### config.mk
export PLATFORM = sky130hd
export DESIGN_NAME = arbiter8_rr
export DESIGN_NICKNAME = d
export VERILOG_FILES = /design/src/rtl/arbiter8_rr.sv
export SDC_FILE = /design/constraint.sdc
export NUM_CORES = 1
export LEC_CHECK = 0
export ABC_AREA = 1
export CORE_MARGIN = 1
export CORE_UTILIZATION = 56
export DETAILED_ROUTE_END_ITERATION = 16
export PLACE_DENSITY = 0.77
export SLEW_MARGIN = 0
export SYNTH_ARGS = -nofsm -noshare
export SYNTH_HDL_FRONTEND = slang
export SYNTH_SLANG_ARGS = --single-unit
### constraint.sdc
create_clock -name clk -period 2.7 [get_ports clk]
set_input_delay 0.27 -clock clk [delete_from_list [all_inputs] [get_ports clk]]
set_output_delay 0.27 -clock clk [all_outputs]
set_load 0.02 [all_outputs]
### src/rtl/arbiter8_rr.sv
// Eight-way round-robin arbiter with a bounded hold time and a timeout pulse.
// "release" is a reserved word, so the holder's done strobe is the port rel.
module arbiter8_rr #(
  parameter int unsigned MAX_HOLD = 15
) (
  input  logic       clk,
  input  logic       rst,
  input  logic [7:0] req,
  input  logic       rel,
  output logic [7:0] gnt,
  output logic [2:0] gnt_id,
  output logic       busy,
  output logic       timeout
);

  localparam int unsigned N_REQ  = 8;
  localparam int unsigned ID_W   = 3;
  localparam int unsigned CNT_W  = 8;
  localparam logic [CNT_W-1:0] HOLD_LAST = CNT_W'(MAX_HOLD - 1);
  localparam logic [CNT_W-1:0] CNT_MAX   = {CNT_W{1'b1}};

  typedef enum logic {
    IDLE  = 1'b0,
    GRANT = 1'b1
  } state_t;

  state_t            state;
  state_t            state_nxt;
  logic [ID_W-1:0]   ptr;
  logic [ID_W-1:0]   ptr_nxt;
  logic [CNT_W-1:0]  hold_cnt;
  logic [CNT_W-1:0]  hold_cnt_nxt;
  logic [N_REQ-1:0]  gnt_nxt;
  logic [ID_W-1:0]   gnt_id_nxt;
  logic              busy_nxt;
  logic              timeout_nxt;

  logic [ID_W-1:0]   winner;
  logic              any_req;
  logic              e_rel;
  logic              e_drop;
  logic              e_hold;
  logic              grant_exit;

  // First requester at or above ptr, wrapping 7 -> 0.
  always_comb begin
    logic            found;
    logic [ID_W-1:0] idx;
    winner = ptr;
    found  = 1'b0;
    idx    = ptr;
    for (int k = 0; k < int'(N_REQ); k++) begin
      idx = ptr + ID_W'(k);
      if (!found && req[idx]) begin
        winner = idx;
        found  = 1'b1;
      end
    end
  end

  assign any_req    = |req;
  assign e_rel      = rel;
  assign e_drop     = ~req[gnt_id];
  assign e_hold     = (hold_cnt == HOLD_LAST);
  assign grant_exit = e_rel | e_drop | e_hold;

  // State and output registers.
  always_ff @(posedge clk) begin
    if (rst) begin
      state    <= IDLE;
      ptr      <= '0;
      hold_cnt <= '0;
      gnt      <= '0;
      gnt_id   <= '0;
      busy     <= 1'b0;
      timeout  <= 1'b0;
    end else begin
      state    <= state_nxt;
      ptr      <= ptr_nxt;
      hold_cnt <= hold_cnt_nxt;
      gnt      <= gnt_nxt;
      gnt_id   <= gnt_id_nxt;
      busy     <= busy_nxt;
      timeout  <= timeout_nxt;
    end
  end

  // Next-state logic.
  always_comb begin
    state_nxt = state;
    case (state)
      IDLE:    if (any_req)    state_nxt = GRANT;
      GRANT:   if (grant_exit) state_nxt = IDLE;
      default: state_nxt = IDLE;
    endcase
  end

  // Next values of the registered outputs, pointer and hold counter.
  always_comb begin
    gnt_nxt      = gnt;
    gnt_id_nxt   = gnt_id;
    busy_nxt     = busy;
    timeout_nxt  = 1'b0;
    ptr_nxt      = ptr;
    hold_cnt_nxt = hold_cnt;
    case (state)
      IDLE: begin
        if (any_req) begin
          gnt_nxt      = N_REQ'(1) << winner;
          gnt_id_nxt   = winner;
          busy_nxt     = 1'b1;
          hold_cnt_nxt = '0;
        end else begin
          gnt_nxt  = '0;
          busy_nxt = 1'b0;
        end
      end
      GRANT: begin
        if (grant_exit) begin
          gnt_nxt     = '0;
          busy_nxt    = 1'b0;
          ptr_nxt     = gnt_id + ID_W'(1);
          // A release or a dropped request wins over the hold limit.
          timeout_nxt = e_hold & ~e_rel & ~e_drop;
        end else if (hold_cnt != CNT_MAX) begin
          hold_cnt_nxt = hold_cnt + CNT_W'(1);
        end
      end
      default: begin
        gnt_nxt  = '0;
        busy_nxt = 1'b0;
      end
    endcase
  end

endmodule

After elaboration in Yosys (flattened, before gate mapping)
Cells that the tools add are included.

operators by class
  add/sub/neg operators = 9
  order comparisons = 9
  equal/unequal tests = 6
  shifts and indexed selects = 1
  multiplexer cells = 44
  bitwise operators = 8
  reduce and logical (&&, ||, !) cells = 19

operator list
  cell                                                                   count
  8-bit two-way mux                                                      5
  3-bit by 4-bit < comparator with 1-bit output (second input constant)  9
  8-bit case mux with 2 select lines                                     2
  1-bit binary-select mux with 3-bit select                              9
  3-bit two-way mux                                                      7
  1-bit two-way mux                                                      19
  3-bit adder (second input constant)                                    4
  8-bit by 1-bit adder with 8-bit output (second input constant)         1
  8-bit by 4-bit == test with 1-bit output (second input constant)       1
  8-bit != test (second input constant)                                  1
  8-bit OR reduction                                                     1
  1-bit by 3-bit left shift with 8-bit output (first input constant)     1
  1-bit logical AND                                                      7
  1-bit zero test                                                        7
  3-bit by 1-bit adder with 3-bit output (second input constant)         2
  3-bit by 2-bit adder with 3-bit output (second input constant)         2
  2-bit by 1-bit != test with 1-bit output (second input constant)       2
  2-bit != test (second input constant)                                  2
  1-bit NOT                                                              4
  1-bit case mux with 2 select lines                                     2
  2-bit AND reduction                                                    2
  3-bit AND reduction                                                    1
  3-bit OR reduction                                                     1
  1-bit bitwise AND                                                      2
  1-bit OR                                                               2

storage, ports and cells
  bits in registers = 25
  input port bits = 11
  output and inout port bits = 13
  word-level logic and storage cells = 103

Logic depth before layout (Yosys ltp)
  depth after elaboration = 27
  depth in mapped cells = 21
  depth with buffers taken out = 20

Least setup slack after synthesis
OpenSTA, ideal clock, no wires.

  path kind = flip-flop to flip-flop
  from = reg ptr[0]
  to = reg gnt[6]
  setup time = 0.117 ns
  arrival = 2.243 ns
  data required time = 2.583 ns
  slack = 0.340 ns
  cell stages (with the launch flop) = 20
  buffers on the path = 1
  clock period less this slack = 2.360 ns
  cell sequence = dfxtp_1 -> inv_2 -> buf_6 -> ha_1 -> inv_2 -> nand3_1 -> nand2_1 -> nand2_1 -> nand2_2 -> nand3_4 -> nor2_8 -> nand3_2 -> o21ai_1 -> inv_1 -> nand2_1 -> nand2_2 -> nand3_1 -> nor2_1 -> nor2_1 -> nor2_1

between the ends
  word-level cells in the longest chain between the ends = 27
  elaborated cells on any way between the ends = 54
  those cells by class = add/sub (7); shift (1); mux (32); reduce/logical (14)

RTL lines
  what                                                                                             line  RTL
  start: declaration                                                                               29    logic [ID_W-1:0] ptr;
  start signal: assignment                                                                         79    ptr <= ptr_nxt;
  parallel branches: the longest is 23 deep, another holds 3-bit by 1-bit adder with 3-bit output  n/a
  3-bit two-way mux (*)                                                                            54    if (!found && req[idx]) begin
  1-bit by 3-bit left shift with 8-bit output (*)                                                  109   gnt_nxt = N_REQ'(1) << winner;
  8-bit two-way mux (*)                                                                            108   if (any_req) begin
  8-bit case mux with 2 select lines (*)                                                           106   case (state)
  end signal: assignment                                                                           81    gnt <= gnt_nxt;
  end: declaration                                                                                 10    output logic [7:0] gnt,

Mark *: on every way between the ends. The select of a mux whose other input is x is not followed.
A chain may end at the register's enable or synchronous reset.

Final worst setup path
  from = reg ptr[0]
  to = reg gnt[7]

Same word-level chain as after synthesis.

==> summary.txt <==
Yosys
  • Synth area leaders: dfxtp_1 26%, nand2_1 15%, nand3_1 11%
  • Post-Synth Adder-Cell Area: 0.03262
  • Post-Synth XOR/XNOR Area: 0.03979
  • Mapped Nets: approximately 320
  • Post-synthesis compound-gate area fraction: 0.1187
  • Share of the synthesized area in the top cell type: 0.2609
  • Top cell type by total area after synthesis: dfxtp_1
  • Gate Count Post-Synth: 300
  • Mux cell area share after synthesis: 0
  • Post-synth ARST share: 0
  • Number of synthesized register bits: 25
  • Post-synth cell types: 35
  • Largest family of logic cells by synthesized area: simple AND/OR/NAND/NOR gates
  • Yosys Warn Count: 0
  • Main synth FF type: dfxtp_1
  • Syn Area/Cell: around 6.4 sq um
  • Syn Std Cell Area: 1918 sq um
  • Post-synth EDFFs: 0
  • Seq/Total Area, Yosys: 0.2609
  • Simple-Gate Fraction of Synth Area: 0.4625

Cells and area
  • Final Instance Area: 2253 sq um
  • Area added between synthesis and finish: 17.48%
  • Most frequent cells in the layout: 78 x nand2_1, 44 x nand3_1, 29 x nor2_1
  • Final non-filler cell total: 371
  • Commonest non-fill, non-tap cell in the layout: nand2_1
  • Final core occ: 0.7147
  • Diodes inserted: 0
  • Layout cells sized above 1: 0.1529
  • Nets: 344

Critical path
  • Worst EP arrival: 2.68 ns
  • WP data required: 2.92 ns
  • Worst R2R End: gnt[7]$_SDFFE_PP0P_
  • Worst r2r src: ptr[0]$_SDFFE_PP0P_
  • Worst-path fanout max: 11
  • R2R setup slack: 0.25 ns
  • Worst Setup End Kind: flop
  • Crit path kind: flop to flop
  • Worst setup path endpoint: gnt[7]$_SDFFE_PP0P_
  • Worst Setup Start Kind: flop
  • Worst reg2reg path depth: 16
  • Crit path from: ptr[0]$_SDFFE_PP0P_

Drt
  • # DRC: 0
  • Wire per inst: 12.47 um
  • First-pass DRT Iterations: 5
  • Antenna Nets Post-Route: 0
  • Vias per cell: ~5.3
  • Routed Wire Length: 4625 um
  • DR iter-0 viols: 129
  • Vias: 1980

Timing
  • Hold violation count in the final report: 0
  • Period utilisation layout: 0.9078
  • Achievable Freq: 408.0 MHz
  • Worst slew margin: 0.7526
  • Final Setup Violations: 0
  • Fin Setup TNS: 0 ns
  • Skew final: between 0.002 and 0.003 ns
  • Slew @ Worst Pin: 0.3699 ns
  • Pins Over Slew Limit: 0
  • Fin crit period: 2.451 ns

Placement
  • DP HPWL: 3549 um
  • PortBufs: 23
  • Placed Instances: 367
  • Placer Congestion: 1.037
  • Placement Cell Area: around 2200 sq um

CTS
  • Clock root buffer: clkbuf_4
  • CTS H-tree lvls: 1
  • # Post-CTS Setup Buffers: 0
  • TritonCTS Buffers: 3
  • CTS max path bufs: 2
  • Hold buffers post-CTS: 0
  • Clock latency at the later pin of the worst-skew pair: 0.31 ns
  • CTS clk-pin slew, worst paths: ~0.13 ns
  • Clk sinks: 25
  • CTS tree: built

Floorplanning
  • Core Footprint: 3153 sq um
  • Die width: between 60 and 70 um
  • Die ar.: 3663 sq um
  • Rows: 20
  • Die height: between 60 and 70 um
  • # IOs: 24
  • Initial Util: 0.6083

Global routing
  • Global-route wire length before repair: 7452 um
  • Global route total overflow: 0
  • Largest net degree at the start of global routing: 14
  • GRT Overall Usage: 0.2707
  • Number of global-route vias before repair: 1772
  • Initial antenna violation count: 0

Pwr
  • Maximum VDD drop: 0.6765 mV
  • Leak: ~0.00098 uW
  • Pwr/cell area: around 1100 nW/um^2

Status
  • Status: finished, final reports clean

Run
  • Max-cap violation count: 0

Min path
  • Worst min-delay path class: flop to flop
[final cells by class]
class | instances | area (sq um)
Fill cell | 302 | 899.6
Timing Repair Buffer | 29 | 275.3
Sequential cell | 25 | 501.7
Inverter | 32 | 121.4
Multi-Input combinational cell | 237 | 1274
Clock buffer | 4 | 26.28
Tap cell | 44 | 55.05
[power by group]
group          internal (uW)  switching (uW)
clock network           57.8             107
registers                453            78.1
logic                    612            1110
total                   1120            1300
[flip-flops by register name, summed over array words and instances, names as in the netlist]
name      flops
busy          1
gnt           8
gnt_id        3
hold_cnt      8
ptr           3
state         1
timeout       1
[per-stage QoR]
stage	setup slack [ns]	total power (uW)	hold WS (ns)
CTS	0.1603	2390	0.4754
global placement	0.2471	2206	0.4513
floorplan	0.3400	1815	0.4429
detailed placement	0.2326	2218	0.4558
global route	-0.001612	2633	0.4909
finish	0.2490	2421	0.4705
[kinds of logic after synthesis]
family | Yosys count
buffers and inverters | 38
DFF | 25
adders and majority gates | 5
and+or+nand+nor | 184
AOI/OAI and AO/OA | 41
xor gates and xnor gates | 7
[routing by layer]
layer / vias to the layer above / global-route usage / part of all wire
met5: - / 0 / 0
met4: 0 / 0.1331 / 0.012
met3: 6 / 0.03198 / 0.029
met2: 45 / 0.4757 / 0.49
met1: 888 / 0.3268 / 0.47
li1: 1041 / - / -
[cells in the mapped netlist (4+ instances only)]
library cell,instances
nand2_1,78
nand3_1,44
nor2_1,29
dfxtp_1,25
inv_1,21
a21oi_1,14
nand2_2,14
o21ai_0,13
inv_2,9
ha_1,5
o21ai_1,5
nand4_1,4
nor4_1,4
xor2_1,4
[how the worst min path moves through the flow]
stage	from	end	slack (ns)	cells after the start
floorplan	hold_cnt[7]$_SDFFE_PP0P_	hold_cnt[7]$_SDFFE_PP0P_	0.44	1
global placement	gnt[1]$_SDFFE_PP0P_	gnt[1]$_SDFFE_PP0P_	0.45	2
detailed placement	gnt[1]$_SDFFE_PP0P_	gnt[1]$_SDFFE_PP0P_	0.46	2
CTS	gnt[1]$_SDFFE_PP0P_	gnt[1]$_SDFFE_PP0P_	0.48	2
global route	gnt[0]$_SDFFE_PP0P_	gnt[0]$_SDFFE_PP0P_	0.49	2
finish	gnt[1]$_SDFFE_PP0P_	gnt[1]$_SDFFE_PP0P_	0.47	2
[critical path: stages (launching register included)]
cell and delay, ns:
dfxtp_1 0.34, buf_4 0.17, ha_1 0.27, xnor2_2 0.26, nand2_1 0.11, nand2_2 0.13, nand3_4 0.10, nor2_8 0.13
nand3_2 0.13, o21ai_1 0.16, inv_1 0.05, nand2_1 0.07, nand2_2 0.07, nand3_1 0.13, nor2_1 0.07, nor2_1 0.11
nor2_1 0.05
[what timing repair did]
item	4_1_cts	5_1_grt
endpoints found under the setup margin	0	5
gates resized for setup	0	4
hold endpoints to repair	0	0
No activity file was read; power rests on OpenSTA's default activity.
